File: config.mk
export PLATFORM = sky130hd
export DESIGN_NAME = traffic_light_monitor_flat
export DESIGN_NICKNAME = d
export VERILOG_FILES = /design/src/rtl/traffic_pkg.sv /design/src/rtl/traffic_light_monitor_if.sv /design/src/rtl/lamp_tracker.sv /design/src/rtl/traffic_light_monitor.sv /design/src/flat_wrapper.sv
export SDC_FILE = /design/constraint.sdc
export NUM_CORES = 1
export LEC_CHECK = 0
export BUFFER_PORTS_ARGS = -buffer_cell sky130_fd_sc_hd__buf_2
export CAP_MARGIN = 20
export CORE_AREA = 2 2 112 114
export CTS_BUF_LIST = sky130_fd_sc_hd__clkbuf_8 sky130_fd_sc_hd__clkbuf_16
export DETAILED_ROUTE_END_ITERATION = 6
export DIE_AREA = 0 0 114 116
export GPL_ROUTABILITY_DRIVEN = 1
export SETUP_SLACK_MARGIN = 0.4
export SLEW_MARGIN = 0
export SYNTH_ARGS = -nofsm -noshare
export SYNTH_HDL_FRONTEND = slang
export SYNTH_SLANG_ARGS = --single-unit
File: constraint.sdc
create_clock -name clk -period 3.01 [get_ports clk]
set_input_delay 0.1505 -clock clk [delete_from_list [all_inputs] [get_ports clk]]
set_output_delay 0.1505 -clock clk [all_outputs]
set_load 0.1 [all_outputs]
File: src/rtl/traffic_pkg.sv
// Shared lamp encodings, tracker state type and error-bit layout for the
// traffic light monitor.
package traffic_pkg;

    localparam logic [2:0] LAMP_R = 3'b100;
    localparam logic [2:0] LAMP_Y = 3'b010;
    localparam logic [2:0] LAMP_G = 3'b001;

    typedef enum logic [1:0] {
        ST_RED    = 2'd0,
        ST_GREEN  = 2'd1,
        ST_YELLOW = 2'd2
    } lamp_state_t;

    localparam int ERR_W        = 5;
    localparam int ERR_ONEHOT   = 0;
    localparam int ERR_SEQUENCE = 1;
    localparam int ERR_YSHORT   = 2;
    localparam int ERR_STARVE   = 3;
    localparam int ERR_CONFLICT = 4;

    // Only meaningful for a one-hot lamp value; callers check validity first.
    function automatic lamp_state_t decode_lamp(input logic [2:0] lamp);
        lamp_state_t st;
        st = ST_RED;
        if (lamp == LAMP_G) st = ST_GREEN;
        else if (lamp == LAMP_Y) st = ST_YELLOW;
        return st;
    endfunction

    function automatic logic legal_move(input lamp_state_t from_st, input lamp_state_t to_st);
        logic ok;
        ok = (from_st == to_st) ||
             (from_st == ST_RED    && to_st == ST_GREEN)  ||
             (from_st == ST_GREEN  && to_st == ST_YELLOW) ||
             (from_st == ST_YELLOW && to_st == ST_RED);
        return ok;
    endfunction

endpackage

File: src/rtl/traffic_light_monitor_if.sv
// Lamp buses into the monitor plus its error/count results and per-lamp debug view.
interface traffic_light_monitor_if #(
    parameter int CNT_W = 8
);
    import traffic_pkg::*;

    // Lamp buses carry no handshake: every clock edge is one sample of all four
    // lamps, and every result field is valid on every cycle once reset is released.
    logic [2:0]       T1;
    logic [2:0]       T2;
    logic [2:0]       S1;
    logic [2:0]       S2;
    logic             clr_sticky;
    logic [ERR_W-1:0] err_pulse;
    logic [ERR_W-1:0] err_sticky;
    logic [15:0]      main_cycles;
    lamp_state_t      dbg_state [4];
    logic [CNT_W-1:0] dbg_dwell [4];
    logic [3:0]       dbg_r2g;

    modport master (
        output T1, T2, S1, S2, clr_sticky,
        input  err_pulse, err_sticky, main_cycles, dbg_state, dbg_dwell, dbg_r2g
    );

    modport slave (
        input  T1, T2, S1, S2, clr_sticky,
        output err_pulse, err_sticky, main_cycles, dbg_state, dbg_dwell, dbg_r2g
    );

endinterface

File: src/rtl/lamp_tracker.sv
// Follows one lamp's R/G/Y state and dwell time; flags encoding, sequencing,
// short-yellow and red-starvation events for the current sample.
module lamp_tracker
    import traffic_pkg::*;
#(
    parameter int MIN_YELLOW = 2,
    parameter int MAX_RED    = 16,
    parameter int CNT_W      = 8
) (
    input  logic             clk,
    input  logic             rst,
    input  logic [2:0]       lamp,
    output lamp_state_t      prev,
    output lamp_state_t      cur,
    output logic             valid,
    output logic [CNT_W-1:0] dwell,
    output logic             seq,
    output logic             yshort,
    output logic             starve,
    output logic             r2g
);

    logic [CNT_W-1:0] dwell_next;

    always_comb begin
        valid      = $onehot(lamp);
        // An invalid sample is treated as "no news": state and dwell stay put.
        cur        = valid ? decode_lamp(lamp) : prev;
        dwell_next = dwell;
        if (cur != prev)
            dwell_next = CNT_W'(1);
        else if (dwell != '1)
            dwell_next = dwell + CNT_W'(1);
        seq    = valid && !legal_move(prev, cur);
        yshort = valid && prev == ST_YELLOW && cur == ST_RED && dwell < CNT_W'(MIN_YELLOW);
        // Fires only on the step onto MAX_RED, so a long red gives one pulse.
        starve = valid && cur == ST_RED && dwell_next == CNT_W'(MAX_RED) && dwell_next != dwell;
        r2g    = valid && prev == ST_RED && cur == ST_GREEN;
    end

    always_ff @(posedge clk) begin
        if (rst) begin
            prev  <= ST_RED;
            dwell <= '0;
        end else if (valid) begin
            prev  <= cur;
            dwell <= dwell_next;
        end
    end

endmodule

File: src/rtl/traffic_light_monitor.sv
// Passive checker for the four trafficcontrol lamp buses: registered error
// pulses, sticky error flags and a count of main-road red->green cycles.
module traffic_light_monitor
    import traffic_pkg::*;
#(
    parameter int MIN_YELLOW = 2,
    parameter int MAX_RED    = 16,
    parameter int CNT_W      = 8
) (
    input  logic clk,
    input  logic rst,
    traffic_light_monitor_if.slave bus
);

    logic [2:0]       lamps    [4];
    lamp_state_t      prev_st  [4];
    lamp_state_t      cur_st   [4];
    logic [CNT_W-1:0] dwell    [4];
    logic [3:0]       valid;
    logic [3:0]       seq;
    logic [3:0]       yshort;
    logic [3:0]       starve;
    logic [3:0]       r2g;

    logic [ERR_W-1:0] err_next;
    logic [ERR_W-1:0] err_pulse_q;
    logic [ERR_W-1:0] err_sticky_q;
    logic [15:0]      main_cycles_q;
    logic             main_active;
    logic             side_active;

    // Index 0..1 are the main-road lamps, 2..3 the side-road lamps.
    assign lamps[0] = bus.T1;
    assign lamps[1] = bus.T2;
    assign lamps[2] = bus.S1;
    assign lamps[3] = bus.S2;

    for (genvar i = 0; i < 4; i++) begin : g_trk
        lamp_tracker #(
            .MIN_YELLOW (MIN_YELLOW),
            .MAX_RED    (MAX_RED),
            .CNT_W      (CNT_W)
        ) u_trk (
            .clk    (clk),
            .rst    (rst),
            .lamp   (lamps[i]),
            .prev   (prev_st[i]),
            .cur    (cur_st[i]),
            .valid  (valid[i]),
            .dwell  (dwell[i]),
            .seq    (seq[i]),
            .yshort (yshort[i]),
            .starve (starve[i]),
            .r2g    (r2g[i])
        );
        assign bus.dbg_state[i] = prev_st[i];
        assign bus.dbg_dwell[i] = dwell[i];
    end

    always_comb begin
        main_active = (valid[0] && cur_st[0] != ST_RED) || (valid[1] && cur_st[1] != ST_RED);
        side_active = (valid[2] && cur_st[2] != ST_RED) || (valid[3] && cur_st[3] != ST_RED);
        err_next               = '0;
        err_next[ERR_ONEHOT]   = ~&valid;
        err_next[ERR_SEQUENCE] = |seq;
        err_next[ERR_YSHORT]   = |yshort;
        err_next[ERR_STARVE]   = |starve;
        err_next[ERR_CONFLICT] = main_active && side_active;
    end

    always_ff @(posedge clk) begin
        if (rst) begin
            err_pulse_q   <= '0;
            err_sticky_q  <= '0;
            main_cycles_q <= '0;
        end else begin
            err_pulse_q   <= err_next;
            // A fresh error on the clearing cycle survives the clear.
            err_sticky_q  <= (bus.clr_sticky ? '0 : err_sticky_q) | err_next;
            main_cycles_q <= main_cycles_q + {15'd0, r2g[0]};
        end
    end

    assign bus.err_pulse   = err_pulse_q;
    assign bus.err_sticky  = err_sticky_q;
    assign bus.main_cycles = main_cycles_q;
    assign bus.dbg_r2g     = r2g;

endmodule

File: src/flat_wrapper.sv
// flat-port wrapper written by rule: the top's interface ports become plain ports
module traffic_light_monitor_flat import traffic_pkg::*;
#(
    parameter int MIN_YELLOW = 2,
    parameter int MAX_RED    = 16,
    parameter int CNT_W      = 8
)
  (clk, rst, bus_T1, bus_T2, bus_S1, bus_S2, bus_clr_sticky, bus_err_pulse, bus_err_sticky, bus_main_cycles, bus_dbg_state, bus_dbg_dwell, bus_dbg_r2g);
  traffic_light_monitor_if #(.CNT_W(CNT_W)) bus_i ();
  input  logic clk;
  input  logic rst;
  input wire logic [$bits(bus_i.T1)-1:0] bus_T1;
  input wire logic [$bits(bus_i.T2)-1:0] bus_T2;
  input wire logic [$bits(bus_i.S1)-1:0] bus_S1;
  input wire logic [$bits(bus_i.S2)-1:0] bus_S2;
  input wire logic [$bits(bus_i.clr_sticky)-1:0] bus_clr_sticky;
  output wire logic [$bits(bus_i.err_pulse)-1:0] bus_err_pulse;
  output wire logic [$bits(bus_i.err_sticky)-1:0] bus_err_sticky;
  output wire logic [$bits(bus_i.main_cycles)-1:0] bus_main_cycles;
  output wire logic [$bits(bus_i.dbg_state)-1:0] bus_dbg_state;
  output wire logic [$bits(bus_i.dbg_dwell)-1:0] bus_dbg_dwell;
  output wire logic [$bits(bus_i.dbg_r2g)-1:0] bus_dbg_r2g;
  assign bus_i.T1 = bus_T1;
  assign bus_i.T2 = bus_T2;
  assign bus_i.S1 = bus_S1;
  assign bus_i.S2 = bus_S2;
  assign bus_i.clr_sticky = bus_clr_sticky;
  assign bus_err_pulse = bus_i.err_pulse;
  assign bus_err_sticky = bus_i.err_sticky;
  assign bus_main_cycles = bus_i.main_cycles;
  assign bus_dbg_state = {>>{bus_i.dbg_state}};
  assign bus_dbg_dwell = {>>{bus_i.dbg_dwell}};
  assign bus_dbg_r2g = bus_i.dbg_r2g;
  traffic_light_monitor #(.MIN_YELLOW(MIN_YELLOW), .MAX_RED(MAX_RED), .CNT_W(CNT_W)) u_core (.clk(clk), .rst(rst), .bus(bus_i));
endmodule
# Yosys cells after proc, flatten, opt, wreduce, memory -nomap -nowiden
# Cells that the tools add are included.
# Widths: inputs -> output; s select.
[classes] eq_ne=48 div_mod_pow=0 magnitude_cmp=4 shift=0 n_mul=0 reduce_logical=88 add_sub_neg=13 mux=21 bitwise_logic=1
[op_table] operator="$mux 8" count=8
[op_table] operator="$logic_and 1x1->1" count=53
[op_table] operator="$add 8x1->8 const B" count=4
[op_table] operator="$eq 8x5->1 const B" count=4
[op_table] operator="$lt 8x2->1 const B" count=4
[op_table] operator="$ne 8x8->1" count=4
[op_table] operator="$ne 8x8->1 const B" count=4
[op_table] operator="$eq 2x1->1 const B" count=12
[op_table] operator="$mux 2" count=12
[op_table] operator="$add 16x1->16" count=1
[op_table] operator="$eq 2x2->1 const B" count=8
[op_table] operator="$logic_not 2->1" count=8
[op_table] operator="$logic_or 1x1->1" count=14
[op_table] operator="$eq 3x1->1 const B" count=4
[op_table] operator="$eq 3x2->1 const B" count=4
[op_table] operator="$reduce_or 4->1" count=3
[op_table] operator="$add 1x1->2" count=4
[op_table] operator="$add 2x1->2" count=4
[op_table] operator="$eq 2x2->1" count=4
[op_table] operator="$ne 2x2->1" count=4
[op_table] operator="$reduce_bool 2->1" count=4
[op_table] operator="$logic_not 1->1" count=5
[op_table] operator="$mux 5" count=1
[op_table] operator="$or 5x5->5" count=1
[op_table] operator="$reduce_and 4->1" count=1
[totals] mem_bits_rw=0 latchBits=0 n_memories=0 inputBits=15 rom_bits=0 wordCells=186 reg_bits=66

# Longest topological paths before layout
[depth] ltp_word=13 depth_mapped=13

# By module
# From an unflattened synthesis, not the netlist that was laid out.
[unflattened] hier_cells=557 hier_area_um2=4490.6
[modules_own_cells] mod="lamp_tracker" seq_area_each_um2=200.2 cells_each=111 n_inst=4 area_each_um2=852.1
[modules_own_cells] mod="traffic_light_monitor" seq_area_each_um2=520.5 cells_each=113 n_inst=1 area_each_um2=1082.3

# Worst setup path before layout
# No wires, ideal clock.
[synth_path] path_kind="reg-to-reg" start="register u_core.g_trk[1].u_trk.dwell[1]" end="register u_core.err_sticky_q[3], in the netlist u_core.bus.err_sticky[3]" path_stages_with_launch=8 t_arrival_ns=2.760 path_slack_ns=0.175 period_less_slack_ns=2.835 setup_ns=0.074 required_ns=2.936 path_buffers=0 cell_sequence="dfxtp_1 -> ha_1 -> and4_4 -> mux2_1 -> o2bb2ai_1 -> nand4_1 -> or4b_1 -> a31oi_1"
[synth_between] elab_chain_cells=8 word_cells_on_any_way=10 cone_classes="add/sub: 1; eq/ne: 3; mux: 2; bitwise: 1; reduce/logical: 3"
[synth_lines] item="start, declared" line_no="lamp_tracker.sv:16" source="output logic [CNT_W-1:0] dwell,"
[synth_lines] item="start signal, assigned" line_no="lamp_tracker.sv:47" source="dwell <= dwell_next;"
[synth_lines] item="$add 8x1->8 / $ne 8x8->1 (equally long branches)" line_no="lamp_tracker.sv:33, lamp_tracker.sv:32"
[synth_lines] item="$mux 8" line_no="lamp_tracker.sv:32" source="else if (dwell != '1)"
[synth_lines] item="$mux 8" line_no="lamp_tracker.sv:30" source="if (cur != prev)"
[synth_lines] item="$eq 8x5->1" line_no="lamp_tracker.sv:37" source="starve = valid && cur == ST_RED && dwell_next == CNT_W'(MAX_RED) && dwell_next != dwell;"
[synth_lines] item="$logic_and 1x1->1" line_no="lamp_tracker.sv:37"
[synth_lines] item="$logic_and 1x1->1 (*)" line_no="lamp_tracker.sv:37"
[synth_lines] item="$reduce_or 4->1 (*)" line_no="traffic_light_monitor.sv:67" source="err_next[ERR_STARVE] = |starve;"
[synth_lines] item="$or 5x5->5 (*)" line_no="traffic_light_monitor.sv:79" source="err_sticky_q <= (bus.clr_sticky ? '0 : err_sticky_q) | err_next;"
[synth_lines] item="end signal, assigned" line_no="traffic_light_monitor.sv:79"
[synth_lines] item="end, declared" line_no="traffic_light_monitor.sv:27" source="logic [ERR_W-1:0] err_sticky_q;"
# Every way passes the cells marked *; elsewhere a longest branch is shown, timed or not.
# A chain may end at the register's enable or synchronous reset.

# Final worst setup path
# Ends and elaborated chain as after synthesis.

==> results.sh <==
export IMPL_path_cells="ha_1 > and4_4 > mux2_1 > o2bb2ai_1 > nand4_1 > or4b_1 > a31oi_1"
export IMPL_grt_pass1_wl_um=18400
export IMPL_place_area_um2=4560
export IMPL_whs_path_depth=3
export IMPL_slowest_stage="or4b_1"
export IMPL_via_per_inst=5.46
export IMPL_cp_end_kind="flop"
export IMPL_die_y_um=116
export IMPL_drt_iter0_drc=141
export IMPL_hold_buffers=0
export IMPL_clk_path_buf_depth=2
export IMPL_cp_required_ps=3270
export IMPL_tightestPinTransition_ps=794
export IMPL_critPathKind="reg2reg"
export IMPL_period_share_pct=76.8
export IMPL_grt_max_degree=39
export IMPL_fin_tns_setup_ps=0
export IMPL_syn_inst=530
export IMPL_finalInstanceArea_um2=4880
export IMPL_nets=614
export IMPL_clk_latency_ps=340
export IMPL_synth_edff_count=0
export IMPL_via_count=4043
export IMPL_ys_top_cells_by_area="dfxtp_1 32%, a21oi_1 5.6%, nor2_1 5.1%, nand2_1 3.6%, nand3_1 2.9%"
export IMPL_portBuffers=84
export IMPL_cp_data_arrival_time_ps=2570
export IMPL_leakagePower_nw=1.97
export IMPL_drtAntennaViolNets=0
export IMPL_startpoint="u_core.g_trk[1].u_trk.dwell[1]"
export IMPL_fill_cells=1225
export IMPL_grt_pass1_vias=3682
export IMPL_timing_hold_violations_final=0
export IMPL_cp_max_fo=5
export IMPL_avgSynthCellArea_um2=7.76
export IMPL_dieArea_um2=13200
export IMPL_ys_ff_latch=66
export IMPL_synth_nets=555
export IMPL_cts_setup_buffers=0
export IMPL_rr_worst_depth=7
export IMPL_reg2reg_to="u_core.bus.err_sticky[3]"
export IMPL_layout_setup_ws_ps=699
export IMPL_diodes=0
export IMPL_startpoint_type="flop"
export IMPL_hpwl_um=8100
export IMPL_cts_resized=0
export IMPL_wl_met2_um=5150
export IMPL_cts_buffers=9
export IMPL_area_growth_pct=18.7
export IMPL_wl_um=11200
export IMPL_period_needed_ps=2310
export IMPL_min_to="u_core.bus.err_sticky[3]"
export IMPL_setup_violations=0
export IMPL_netlist_area_um2=4110
export IMPL_yosysWarnings=0
export IMPL_fmax_mhz=433
export IMPL_topRoutingLayerUsed="met4"
export IMPL_drive_gt1_share_pct=21.6
export IMPL_rsz0062_at_grt="no"
export IMPL_clock_sinks=66
export IMPL_clockRootBuffer="clkbuf_16"
export IMPL_coreArea_um2=11900
export IMPL_synth_top_area_share_pct=32.1
export IMPL_dp_cells=725
export IMPL_critical_path_max_stage_delay_ps=540
export IMPL_std_cell_rows=40
export IMPL_pre_cts_ws_ps=485
export IMPL_clk_pin_slew_ps=50
export IMPL_ir_drop_mv=0.295
export IMPL_grt_use_total_pct=17.3
export IMPL_die_x_um=114
export IMPL_reg2reg_from="u_core.g_trk[1].u_trk.dwell[1]"
export IMPL_hold_class="in2reg"
export IMPL_gr_total_overflow=0
export IMPL_fin_worst_skew_ps=7.23
export IMPL_yosysTopAreaCell="dfxtp_1"
export IMPL_antenna_found_initial=0
export IMPL_io_pins=85
export IMPL_drc=0
export IMPL_wl_per_cell_um=15.1
export IMPL_min_delay_start="bus_clr_sticky"
export IMPL_drt_pass1_iterations=4
export IMPL_cts_tree="built"
export IMPL_seq_area_frac_synth_pct=32.1
export IMPL_maxSlewViolCount=0
export IMPL_maxSlewHeadroom_pct=47.1
export IMPL_power_density_nw_per_um2=512
export IMPL_worst_r2r_setup_slack_ps=700
export IMPL_ys_flop_type="dfxtp_1"
export IMPL_wirelength_met1_um=5250
export IMPL_drv_cap=0
export IMPL_async_flop_share_pct=0
export IMPL_status="completed"
export IMPL_finalNonFillerCells=740
export IMPL_start_util_pct=34.5
export IMPL_wl_met3_um=652
export IMPL_cts_max_level=3
export IMPL_gp_congestion=0.930
export IMPL_synth_cell_types=71
## cell usage in the layout (no fill, tap or decap), types with 8 or more instances in the layout
cell / n
buf_2: 84
dfxtp_1: 57
nor2_1: 56
a21oi_1: 46
nand2_1: 39
nand3_1: 24
nor3_1: 23
o21ai_0: 21
inv_1: 18
a31oi_1: 14
and3_1: 13
nand4_1: 13
xor2_1: 12
xnor2_1: 9
clkbuf_16: 9
dfxtp_2: 9
nor2b_1: 8
## metrics by stage
| stage | power (mW) | util, % | hold slack (ps) |
|---|---|---|---|
| finish | 2.50 | 41.0 | 140 |
| global route | 2.59 | 41.0 | 145 |
| CTS | 2.52 | 41.0 | 123 |
| detailed placement | 1.38 | 38.2 | 437 |
| global placement | 1.38 | 38.2 | 431 |
| floorplan | 1.29 | - | 302 |
## layer usage
metal,GRT usage (%),vias to the layer above
met5,0,-
met4,5.20,0
met3,4.81,7
met2,27.1,124
met1,23.3,1869
li1,-,2043
## Yosys cell counts (all sizes together), types with 5 or more instances
library cell,n
nor2,56
xor2,12
nand2b,7
xnor2,9
a22oi,6
buf,9
nor3,23
nor3b,6
nand4,13
o21ai,25
a21o,6
a211oi,7
nand2,39
a31oi,15
a21oi,46
inv,18
nor4,8
nand3,25
dfxtp,66
and3,13
clkbuf,31
a221oi,5
ha,6
and4,5
and2,6
nor2b,8
## where the power goes
group          internal, mW  leakage [nW]  switching [mW]
clock                 0.750         0.161           0.379
sequential            0.897         0.538          0.0330
combinational         0.108          1.27           0.329
total                  1.75          1.97           0.742
## worst max-delay path: cells and delay by family (launching register included)
kind	cells	cell delay, ps
simple gates	3	930
flops	1	370
compound gates	2	370
mux	1	330
fa+ha+maj	1	240
## flip-flops by register name, summed over array words and instances, names as in the netlist
signal,flops
u_core.g_trk.u_trk.dwell,32
u_core.bus.err_pulse,5
u_core.bus.main_cycles,16
u_core.bus.err_sticky,5
u_core.g_trk.u_trk.prev,8
## cells by family after synthesis
kind of cell	after synthesis	synth area share, %
buffers and inverters	58	6.54
adder cells (fa/ha/maj)	10	3.77
AO/OA/AOI/OAI	138	21.5
AND/OR/NAND/NOR	235	30.9
XOR/XNOR	21	4.47
flip-flops	66	32.1
multiplexers	2	0.639
## how the worst max path moves through the flow
stage / endpoint / cells after the start
after floorplan: u_core.bus.err_sticky[3] / 7
after global placement: u_core.bus.err_sticky[3] / 9
after detailed placement: u_core.bus.err_sticky[3] / 9
after CTS: u_core.bus.err_pulse[3] / 7
after global routing: u_core.bus.err_pulse[3] / 7
final: u_core.bus.err_sticky[3] / 7
## area by class of cell
type | instances | area [um2] | share of cell area (%)
Multi-Input combinational cell | 406 | 2520 | 51.7
Timing Repair Buffer | 88 | 450 | 9.23
Sequential cell | 66 | 1330 | 27.3
Tap cell | 147 | 184 | 3.77
Clock inverter | 1 | 30.0 | 0.615
Inverter | 18 | 67.6 | 1.38
Clock buffer | 14 | 294 | 6.03
Power figures use the tool's default switching activity.
